===== config.mk =====
export PLATFORM = sky130hd
export DESIGN_NAME = seg_mux_driver
export DESIGN_NICKNAME = d
export VERILOG_FILES = /design/src/rtl/seg_mux_driver.sv
export SDC_FILE = /design/constraint.sdc
export NUM_CORES = 1
export LEC_CHECK = 0
export CORE_MARGIN = 2
export CORE_UTILIZATION = 57
export CTS_CLUSTER_DIAMETER = 100
export DETAILED_ROUTE_END_ITERATION = 8
export PLACE_DENSITY = 0.79
export SYNTH_ARGS = -nofsm -noshare
export SYNTH_HDL_FRONTEND = slang
export SYNTH_SLANG_ARGS = --single-unit
export TNS_END_PERCENT = 10

===== constraint.sdc =====
create_clock -name clk -period 4.2 [get_ports clk]
set_input_delay 0.42 -clock clk [delete_from_list [all_inputs] [get_ports clk]]
set_output_delay 0.42 -clock clk [all_outputs]
set_load 0.03 [all_outputs]

===== src/rtl/seg_mux_driver.sv =====
// Time-multiplexed hex display driver: NUM_DIGITS digits on one shared active-low
// segment bus, with a blanking gap between slots and frame-synchronous digit updates.
module seg_mux_driver #(
  parameter int unsigned NUM_DIGITS   = 2,
  parameter int unsigned REFRESH_DIV  = 24000,
  parameter int unsigned BLANK_CYCLES = 480
) (
  input  logic                      clk,
  input  logic                      reset,
  input  logic                      load,
  input  logic [4*NUM_DIGITS-1:0]   digits_in,
  input  logic [NUM_DIGITS-1:0]     en_in,
  output logic                      pending,
  output logic [6:0]                seg,
  output logic [NUM_DIGITS-1:0]     an,
  output logic                      frame_done
);

  localparam int unsigned DW      = 4 * NUM_DIGITS;
  localparam int unsigned CNT_MAX = (REFRESH_DIV > BLANK_CYCLES) ? REFRESH_DIV : BLANK_CYCLES;
  localparam int unsigned CW      = $clog2((CNT_MAX > 2) ? CNT_MAX : 2);
  localparam int unsigned IW      = $clog2((NUM_DIGITS > 2) ? NUM_DIGITS : 2);

  localparam logic [CW-1:0] SHOW_LAST  = CW'(REFRESH_DIV - 1);
  localparam logic [CW-1:0] BLANK_LAST = CW'((BLANK_CYCLES == 0) ? 0 : BLANK_CYCLES - 1);
  localparam logic [IW-1:0] IDX_LAST   = IW'(NUM_DIGITS - 1);
  localparam logic [6:0]    SEG_OFF    = 7'h7F;

  typedef enum logic {
    ST_BLANK = 1'b0,
    ST_SHOW  = 1'b1
  } state_t;

  state_t          state, state_n;
  logic [IW-1:0]   idx, idx_n;
  logic [CW-1:0]   cnt, cnt_n;
  logic [DW-1:0]   shadow_dig, shadow_dig_n;
  logic [NUM_DIGITS-1:0] shadow_en, shadow_en_n;
  logic [DW-1:0]   pend_dig, pend_dig_n;
  logic [NUM_DIGITS-1:0] pend_en, pend_en_n;
  logic            pending_n;
  logic [6:0]      seg_n;
  logic [NUM_DIGITS-1:0] an_n;
  logic            frame_done_n;
  logic            is_last;

  // Hex nibble to active-low {g..a} pattern.
  function automatic logic [6:0] decode(input logic [3:0] h);
    logic [6:0] s;
    case (h)
      4'h0: s = 7'b1000000;
      4'h1: s = 7'b1111001;
      4'h2: s = 7'b0100100;
      4'h3: s = 7'b0110000;
      4'h4: s = 7'b0011001;
      4'h5: s = 7'b0010010;
      4'h6: s = 7'b0000010;
      4'h7: s = 7'b1111000;
      4'h8: s = 7'b0000000;
      4'h9: s = 7'b0010000;
      4'hA: s = 7'b0001000;
      4'hB: s = 7'b0000011;
      4'hC: s = 7'b1000110;
      4'hD: s = 7'b0100001;
      4'hE: s = 7'b0000110;
      default: s = 7'b0001110;
    endcase
    return s;
  endfunction

  // State, counters, buffers and registered outputs.
  always_ff @(posedge clk) begin
    if (reset) begin
      state      <= (BLANK_CYCLES == 0) ? ST_SHOW : ST_BLANK;
      idx        <= '0;
      cnt        <= '0;
      shadow_dig <= '0;
      shadow_en  <= '0;
      pend_dig   <= '0;
      pend_en    <= '0;
      pending    <= 1'b0;
      seg        <= SEG_OFF;
      an         <= '1;
      frame_done <= 1'b0;
    end else begin
      state      <= state_n;
      idx        <= idx_n;
      cnt        <= cnt_n;
      shadow_dig <= shadow_dig_n;
      shadow_en  <= shadow_en_n;
      pend_dig   <= pend_dig_n;
      pend_en    <= pend_en_n;
      pending    <= pending_n;
      seg        <= seg_n;
      an         <= an_n;
      frame_done <= frame_done_n;
    end
  end

  // Next state plus outputs derived from it, so outputs line up with the state they describe.
  always_comb begin
    state_n      = state;
    idx_n        = idx;
    cnt_n        = cnt;
    shadow_dig_n = shadow_dig;
    shadow_en_n  = shadow_en;
    pend_dig_n   = pend_dig;
    pend_en_n    = pend_en;
    pending_n    = pending;
    seg_n        = SEG_OFF;
    an_n         = '1;
    frame_done_n = 1'b0;
    is_last      = (state == ST_SHOW) && (idx == IDX_LAST) && (cnt == SHOW_LAST);

    case (state)
      ST_BLANK: begin
        if (cnt == BLANK_LAST) begin
          state_n = ST_SHOW;
          cnt_n   = '0;
        end else begin
          cnt_n = cnt + CW'(1);
        end
      end
      ST_SHOW: begin
        if (cnt == SHOW_LAST) begin
          cnt_n = '0;
          idx_n = (idx == IDX_LAST) ? IW'(0) : idx + IW'(1);
          if (BLANK_CYCLES != 0) state_n = ST_BLANK;
        end else begin
          cnt_n = cnt + CW'(1);
        end
      end
      default: state_n = ST_BLANK;
    endcase

    // A load in the boundary cycle is the newest write, so it beats the pending buffer.
    if (is_last) begin
      pending_n = 1'b0;
      if (load) begin
        shadow_dig_n = digits_in;
        shadow_en_n  = en_in;
      end else if (pending) begin
        shadow_dig_n = pend_dig;
        shadow_en_n  = pend_en;
      end
    end else if (load) begin
      pending_n  = 1'b1;
      pend_dig_n = digits_in;
      pend_en_n  = en_in;
    end

    if (state_n == ST_SHOW) begin
      for (int i = 0; i < int'(NUM_DIGITS); i++) begin
        if (idx_n == IW'(i) && shadow_en_n[i]) begin
          an_n[i] = 1'b0;
          seg_n   = decode(shadow_dig_n[4*i +: 4]);
        end
      end
    end

    frame_done_n = (state_n == ST_SHOW) && (idx_n == IDX_LAST) && (cnt_n == SHOW_LAST);
  end

endmodule


==> results of run 1 <==
## path summary, 6_finish.rpt
kind         startpoint          to  slack, ns  depth (start not counted)
min          pend_en[0]  pend_en[0]       0.46                          2
max              cnt[0]      seg[3]       0.91                         11
min reg2reg  pend_en[0]  pend_en[0]       0.46                          2
max reg2reg      cnt[0]      seg[3]       0.91                         11
## placed cells by master (no fill, tap or decap), drive strengths merged, types with 4 or more instances in the layout
| cell | netlist | layout |
|---|---|---|
| dfxtp | 48 | 48 |
| nor2 | 43 | 43 |
| clkdlybuf4s50 | 0 | 23 |
| a21oi | 22 | 22 |
| nand2 | 22 | 22 |
| nand3 | 19 | 19 |
| ha | 14 | 14 |
| inv | 12 | 12 |
| xnor2 | 12 | 12 |
| nor3 | 9 | 9 |
| o221ai | 8 | 8 |
| mux2i | 7 | 7 |
| buf | 8 | 7 |
| clkbuf | 9 | 6 |
| nor3b | 5 | 5 |
| a21o | 5 | 5 |
| xor2 | 5 | 5 |
| nand3b | 5 | 5 |
| o22ai | 5 | 5 |
| o21ai | 5 | 5 |
| nor4 | 4 | 4 |
## state kept, by name (all words and copies together), names as in the netlist, 2 cells and up
| register | count |
|---|---|
| an | 2 |
| cnt | 15 |
| pend_dig | 8 |
| pend_en | 2 |
| seg | 7 |
| shadow_dig | 8 |
| shadow_en | 2 |
## critical path: stages, from the launching register on
cell	delay [ns]
dfxtp_1	0.40
ha_1	0.25
nand3_4	0.16
nor4_4	0.29
buf_4	0.25
nand3_2	0.18
o221ai_1	0.58
inv_1	0.25
ha_1	0.29
mux2_2	0.27
o22ai_1	0.14
a22oi_1	0.09
## power groups by stage
stage / Sequential, mW / Clock [mW] / Combinational (mW)
after floorplan: 0.480 / 0 / 0.0293
after global placement: 0.482 / 0 / 0.0493
after global routing: 0.473 / 0.379 / 0.0561
after CTS: 0.472 / 0.361 / 0.0503
after detailed placement: 0.482 / 0 / 0.0500
final: 0.472 / 0.352 / 0.0501
## routing by layer
layer | vias to the layer above | global-route usage [%] | routed length, um
met3 | 10 | 4.42 | 229
met4 | 0 | 9.05 | 80
met2 | 56 | 38.3 | 2770
met5 | - | 0 | 0
met1 | 1104 | 30.7 | 2860
li1 | 1186 | - | -
## Yosys cell counts (4+ instances only)
cell type | n | share of area (%)
nor3_1 | 8 | 1.5
buf_2 | 4 | 0.73
mux2i_1 | 7 | 2.6
o221ai_1 | 8 | 2.6
xnor2_1 | 12 | 3.9
nor2_1 | 42 | 5.8
nand2_1 | 21 | 2.9
nand3b_1 | 5 | 1.4
nand3_1 | 16 | 2.9
dfxtp_1 | 48 | 35
xor2_1 | 5 | 1.6
o22ai_1 | 4 | 0.92
a21oi_1 | 22 | 4.0
clkbuf_1 | 9 | 1.2
a21o_1 | 5 | 1.4
nor3b_1 | 5 | 1.4
ha_1 | 14 | 6.4
inv_1 | 12 | 1.7
## logic make-up after synthesis
logic type | synth area share [%]
compound gates | 17.8
xor+xnor | 5.46
fa+ha+maj | 6.43
buf+inv | 4.86
flops | 35.2
mux | 3.81
simple gates | 26.4
## through the flow
step	cell area [um2]	setup WS [ns]
after floorplan	2730	1.25
after global placement	3000	1.05
after detailed placement	3000	0.868
after CTS	3120	0.951
after global routing	3120	0.738
final	3120	0.906
## layout make-up
cell class	count	area, um2
Clock inverter	2	38.8
Inverter	12	45.0
Fill cell	393	1540
Sequential cell	48	961
Clock buffer	6	82.6
Timing Repair Buffer	30	283
Tap cell	54	67.6
Multi-Input combinational cell	240	1640
==> flow_summary.toml, run 1 <==
[detailed_routing]
avgViaCountPerCell = 6.01
first_pass_iters = 4
via_count = 2356
antenna_left = 0
wirelength_um = 5950
drc = 0
drt-wirelength-per-cell_um = 15.2
dr.first_iter.drc_count = 102

[sta]
min_period_over_period_pct = 78.4
finalHoldViolCount = 0
max_freq_mhz = 304
hold_ws_ns = 0.464
fin_skew_ns = 0.00805
rsz0062_at_grt = "false"
relSlewSlack_pct = 51.6
setup_viol = 0
tightest_slew_ns = 0.723
drv_slew = 0
fin_tns_setup_ns = 0
fin_crit_ns = 3.29

[power]
peakVddDrop_mv = 0.173
comb_power_share_pct = 5.7
p_leak_nw = 1.21
p_sw_mw = 0.192
power_density_nw_per_um2 = 280
power_mw = 0.874
clockPowerShare_pct = 40.3
seq_power_share_pct = 54.0
power.internal_mw = 0.682
switching_share_pct = 22.0

[placement]
post-dp-hpwl_um = 4260
placedCellCount = 384
portBuffers = 23
gp_congestion = 0.908

[global_route]
antenna_found_initial = 0
overflow = 0
grt_usage_pct = 23.5
grt_max_degree = 25
grt_pass1_wl_um = 9960
grt_pass1_vias = 2196

[final_layout]
final_util_pct = 66.9
final_nets = 364
drive_above_1_share_pct = 9.76
syn2layout_area_growth_pct = 14.4
stdcell_count = 392
diodes = 0

[floorplanning]
num_io_pins = 24
die_area_um2 = 5350
rows = 25
dieHeight_um = 73.2
die_w_um = 73.2
initial_core_util_pct = 58.5
fp.coreArea_um2 = 4660

[job]
max_cap_violations = 0

[clock_tree]
numCtsBuffers = 5
h-tree-depth = 2
cts_buffer_depth = 2
cts-root-buf = "clkbuf_8"
cts_hold_buf = 0
clk_transition_reported_paths_ns = 0.09
post_cts_buffers = 0
clock_latency_ns = 0.30
cts_tree = "done"
cts_resized = 0
cts.sinks = 48

[critical_path]
crit_path_end_kind = "register"
worstSetupStartpointType = "register"
cp_data_arrival_time_ns = 3.45
criticalPathCategory = "reg2reg"
cp.required_ns = 4.36
cp_max_fo = 16

[synthesis]
syn_nets = 344
synth-seq-cells = 48
netlist_area_um2 = 2730
synth_cell_types = 62
seq_area_frac_synth_pct = 35.2
synthFlopType = "dfxtp_1"
synth_edf_count = 0
synthCells = 317
syn_area_per_cell_um2 = 8.60
yosys_warnings = 0
synth_async_sr_flop_share_pct = 0

[worst_hold_path]
hp-class = "reg2reg"

[outcome]
outcome = "finished, final reports clean"
(Power assumes the default switching activity.)
==> inputs of run 2 (changes only) <==
==> constraint.sdc (replaced) <==
create_clock -name clk -period 3.1 [get_ports clk]
set_input_delay 0.31 -clock clk [delete_from_list [all_inputs] [get_ports clk]]
set_output_delay 0.31 -clock clk [all_outputs]
set_load 0.03 [all_outputs]
==> run 2 against run 1 <==
Effect of this change: sequential cell count did not move; combinational power rose by 40%; clock skew barely moved; sequential power rose by 36%; critical path depth fell by 3; setup slack got worse by 0.68 ns; clock-buffer cell count fell by 1; global-route usage rose by 1.5 points; largest cell class unchanged.
==> flow_summary.toml, run 2 (synthesis gave the netlist of run 1 again) <==
[job]
max_cap_violations = 0

[sta]
setup_viol = 0
hold_ws_ns = 0.465
fin_skew_ns = 0.00821
tightest_slew_ns = 0.605
min_period_over_period_pct = 92.7
relSlewSlack_pct = 59.6
drv_slew = 0
fin_tns_setup_ns = 0
rsz0062_at_grt = "false"
fin_crit_ns = 2.87
finalHoldViolCount = 0
max_freq_mhz = 348

[critical_path]
cpLargestDelayFamily = "simple AND/OR/NAND/NOR gates"
crit_path_end_kind = "register"
cpPeakStageDelay_ns = 0.65
cp.required_ns = 3.30
cp_max_fo = 8
cpMaxStageDelayCell = "or4_4"
rrSetupSlack_ns = 0.23
crit_chain = "ha_1, nand3_4, or4_4, nor3_2, a221o_1, mux2i_1, o22ai_1, o21a_1"
cp_data_arrival_time_ns = 3.08
crit_buf_inv = 0
criticalPathCategory = "reg2reg"
worstSetupStartpointType = "register"

[final_layout]
max_flop_register = "cnt"
reg_top3 = "cnt x15, pend_dig x8, shadow_dig x8"
syn2layout_area_growth_pct = 16.1
final_nets = 373
layout_common_cells = "48 x dfxtp_1, 42 x nor2_1, 23 x clkdlybuf4s50_1"
layout_commonest_cell = "dfxtp_1"
final_util_pct = 67.9
drive_above_1_share_pct = 12.4
nFillCells = 385
diodes = 0
largest_reg_flops = 15

[detailed_routing]
via_count = 2396
first_pass_iters = 4
antenna_left = 0
wirelength_um = 6280
dr.first_iter.drc_count = 141
drc = 0
drt-wirelength-per-cell_um = 15.7
avgViaCountPerCell = 5.98

[clock_tree]
cts_buffer_depth = 2
cts_tree = "done"
cts_resized = 0
cts_hold_buf = 0
cts-root-buf = "clkbuf_8"
post_cts_buffers = 0
numCtsBuffers = 5
cts.sinks = 48
h-tree-depth = 2
clk_transition_reported_paths_ns = 0.09
clock_latency_ns = 0.31

[power]
power_density_nw_per_um2 = 345
p_leak_nw = 1.24
peakVddDrop_mv = 0.190

[global_route]
grt_pass1_vias = 2250
grt_usage_pct = 25.0
grt_max_degree = 24
overflow = 0
antenna_found_initial = 0
grt_pass1_wl_um = 10600

[worst_hold_path]
hp-class = "reg2reg"

[floorplanning]
num_io_pins = 24
rows = 25
die_area_um2 = 5350
die_w_um = 73.2
dieHeight_um = 73.2
initial_core_util_pct = 58.5
fp.coreArea_um2 = 4660

[placement]
gp_congestion = 0.889
portBuffers = 23
post-dp-hpwl_um = 4510

[outcome]
outcome = "finished, final reports clean"
-- run 2: layout make-up --
cell class | count | area [um2] | area share [%]
inverter | 12 | 45.0 | 1.42
clock inverter | 3 | 18.8 | 0.593
multi-input combinational | 240 | 1640 | 51.9
clock buffer | 5 | 68.8 | 2.17
tap | 54 | 67.6 | 2.13
timing repair buffer | 39 | 363 | 11.5
sequential | 48 | 961 | 30.4
-- run 2: routing by layer --
layer | GRT usage, % | wire [um] | vias up | share of wire, %
li1 | - | - | 1195 | -
met1 | 33.4 | 2980 | 1149 | 48
met2 | 41.7 | 2970 | 44 | 47
met3 | 3.04 | 239 | 8 | 3.8
met4 | 8.02 | 82 | 0 | 1.3
met5 | 0 | 0 | - | 0
-- run 2: metrics by stage --
| stage | power (mW) | instances | instance area [um2] | setup slack [ns] |
|---|---|---|---|---|
| 4_1_cts | 1.10 | 401 | 3160 | 0.213 |
| 3_3_place_gp | 0.722 | 393 | 3080 | 0.317 |
| 5_1_grt | 1.13 | 401 | 3170 | 0.0190 |
| 6_report | 1.09 | 401 | 3170 | 0.226 |
| 3_5_place_dp | 0.724 | 393 | 3080 | 0.259 |
| 2_1_floorplan | 0.689 | 317 | 2730 | 0.148 |
-- run 2: worst paths after layout --
kind | from | endpoint | cells after the start
worst max-delay path | cnt[0] | seg[6] | 8
worst min register to register | pend_en[0] | pend_en[0] | 2
worst min-delay path | pend_en[0] | pend_en[0] | 2
worst max register to register | cnt[0] | seg[6] | 8
-- run 2: worst reg2reg max path: cells and delay by family, from the launching register on --
kind            cells  cell delay (ns)
flops               1             0.41
compound gates      3             0.75
mux                 1             0.27
simple gates        3             1.09
fa+ha+maj           1             0.25
-- run 2: report_power, final --
| part | switching (mW) | internal, mW | leakage, nW |
|---|---|---|---|
| combinational | 0.0362 | 0.0337 | 0.803 |
| sequential | 0.0124 | 0.627 | 0.390 |
| clock | 0.225 | 0.158 | 0.0479 |
| total | 0.274 | 0.819 | 1.24 |
==> inputs of run 3 (changes only) <==
--- a/config.mk
+++ b/config.mk
@@ -6,10 +6,10 @@
 export NUM_CORES = 1
 export LEC_CHECK = 0
 export CORE_MARGIN = 2
-export CORE_UTILIZATION = 57
+export CORE_UTILIZATION = 52
 export CTS_CLUSTER_DIAMETER = 100
 export DETAILED_ROUTE_END_ITERATION = 8
-export PLACE_DENSITY = 0.79
+export PLACE_DENSITY = 0.76
 export SYNTH_ARGS = -nofsm -noshare
 export SYNTH_HDL_FRONTEND = slang
 export SYNTH_SLANG_ARGS = --single-unit
==> constraint.sdc (replaced) <==
create_clock -name clk -period 2.4 [get_ports clk]
set_input_delay 0.24 -clock clk [delete_from_list [all_inputs] [get_ports clk]]
set_output_delay 0.24 -clock clk [all_outputs]
set_load 0.03 [all_outputs]
==> run 3 against run 2 <==
Effect of this change: the flow now finishes with violations (setup timing); hold slack worse by 0.0096 ns; register-to-register slack worse by 0.31 ns; maximum frequency up 16%; largest power group unchanged.
==> flow_summary.toml, run 3 (synthesis gave the netlist of run 1 again) <==
[sta]
max_freq_mhz = 402
drv_slew = 0
setup_viol = 7
tightest_slew_ns = 0.434
min_period_over_period_pct = 104
rsz0062_at_grt = "true"
fin_skew_ns = 0.0110
relSlewSlack_pct = 71.1
setup_slack_ns = -0.0855
finalHoldViolCount = 0
fin_crit_ns = 2.49
hold_ws_ns = 0.455

[critical_path]
cpMaxStageDelayCell = "or4_4"
cp_max_fo = 8
cpMostUsedCell = "or4_4"
cpPeakStageDelay_ns = 0.58
cpLargestDelayFamily = "simple AND/OR/NAND/NOR gates"
crit_path_end_kind = "register"
crit_chain = "or2_4, or4_4, buf_4, nor2_8, o22ai_2, or4_4, a31oi_1, a22oi_1"
cp_data_arrival_time_ns = 2.67
worstSetupStartpointType = "register"
crit_buf_inv = 1
cp.required_ns = 2.58
criticalPathCategory = "reg2reg"

[global_route]
antenna_found_initial = 0
overflow = 0
grt_pass1_wl_um = 11600
grt_pass1_vias = 2412
grt_max_degree = 24
grt_usage_pct = 24.3

[final_layout]
syn2layout_area_growth_pct = 35.2
max_flop_register = "cnt"
reg_top3 = "cnt x15, pend_dig x8, shadow_dig x8"
stdcell_count = 462
final_util_pct = 72.6
layout_common_cells = "58 x buf_4, 44 x dfxtp_1, 42 x nor2_1"
drive_above_1_share_pct = 28.1
final_nets = 419
largest_reg_flops = 15
layout_commonest_cell = "buf_4"
diodes = 0
nFillCells = 387

[clock_tree]
clk_transition_reported_paths_ns = 0.09
h-tree-depth = 2
cts-root-buf = "clkbuf_8"
cts_tree = "done"
numCtsBuffers = 5
cts_hold_buf = 0
clock_latency_ns = 0.31
cts.sinks = 48
cts_buffer_depth = 2

[outcome]
failed_checks = "setup timing"
outcome = "complete, but fails checks"

[power]
p_leak_nw = 1.47
power_density_nw_per_um2 = 382
peakVddDrop_mv = 0.301
power_mw = 1.41

[placement]
placedCellCount = 453
pre_cts_slack_ns = -0.0899
gp_congestion = 0.872
portBuffers = 23
post-dp-hpwl_um = 5100

[detailed_routing]
first_pass_iters = 4
drc = 0
wirelength_um = 6910
dr.first_iter.drc_count = 132
via_count = 2551
drt-wirelength-per-cell_um = 15.0
avgViaCountPerCell = 5.52
antenna_left = 0

[floorplanning]
initial_core_util_pct = 53.7
die_w_um = 76.4
num_io_pins = 24
die_area_um2 = 5840
fp.coreArea_um2 = 5070
dieHeight_um = 76.4
rows = 26

[job]
max_cap_violations = 0

[worst_hold_path]
hp-class = "reg2reg"
==> run 3: tightest hold or removal path: stages, from the launching register on <==
cell and delay (ns):
dfxtp_1 0.32, nand2_1 0.05, a21oi_1 0.05
==> run 3: where the power goes <==
part / total [mW] / internal [mW] / switching, mW
Sequential: 0.823 / 0.811 / 0.0123
Combinational: 0.121 / 0.0574 / 0.0636
Clock: 0.462 / 0.199 / 0.263
==> run 3: worst paths after layout <==
path	start	endpoint	slack, ns	depth (start not counted)
setup / recovery	cnt[9]	seg[2]	-0.09	8
hold / removal	pend_en[1]	pend_en[1]	0.46	2
setup reg to reg	cnt[9]	seg[2]	-0.09	8
hold reg to reg	pend_en[1]	pend_en[1]	0.46	2
==> run 3: stage by stage <==
stage | TNS (ns) | instance area [um2]
finish | -0.400 | 3680
global route | -1.19 | 3680
CTS | -0.358 | 3680
detailed placement | -0.454 | 3580
global placement | -0.0983 | 3580
floorplan | -0.453 | 2870
==> run 3: timing repair <==
action                                  4_1_cts  5_1_grt
resized for setup                             3        3
setup buffers                                 1        0
hold endpoints to repair                      0        0
endpoints found under the setup margin        7        7
cloned                                        1        0
pin swaps                                     4        1
==> run 3: per-layer routing <==
| layer | share of wire (%) | vias up | wire length [um] | global-route usage [%] |
|---|---|---|---|---|
| li1 | - | 1296 | - | - |
| met1 | 48 | 1206 | 3320 | 32.0 |
| met2 | 47 | 39 | 3260 | 40.6 |
| met3 | 3.4 | 10 | 237 | 4.98 |
| met4 | 1.3 | 0 | 87 | 6.18 |
| met5 | 0 | - | 0 | 0 |
==> run 3: cell type report <==
type	count	area [um2]	share of cell area, %
Clock inverter	1	5.00	0.136
Timing Repair Buffer	85	722	19.6
Sequential cell	48	966	26.2
Clock buffer	6	72.6	1.97
Multi-Input combinational cell	240	1790	48.5
Inverter	12	45.0	1.22
Tap cell	70	87.6	2.38
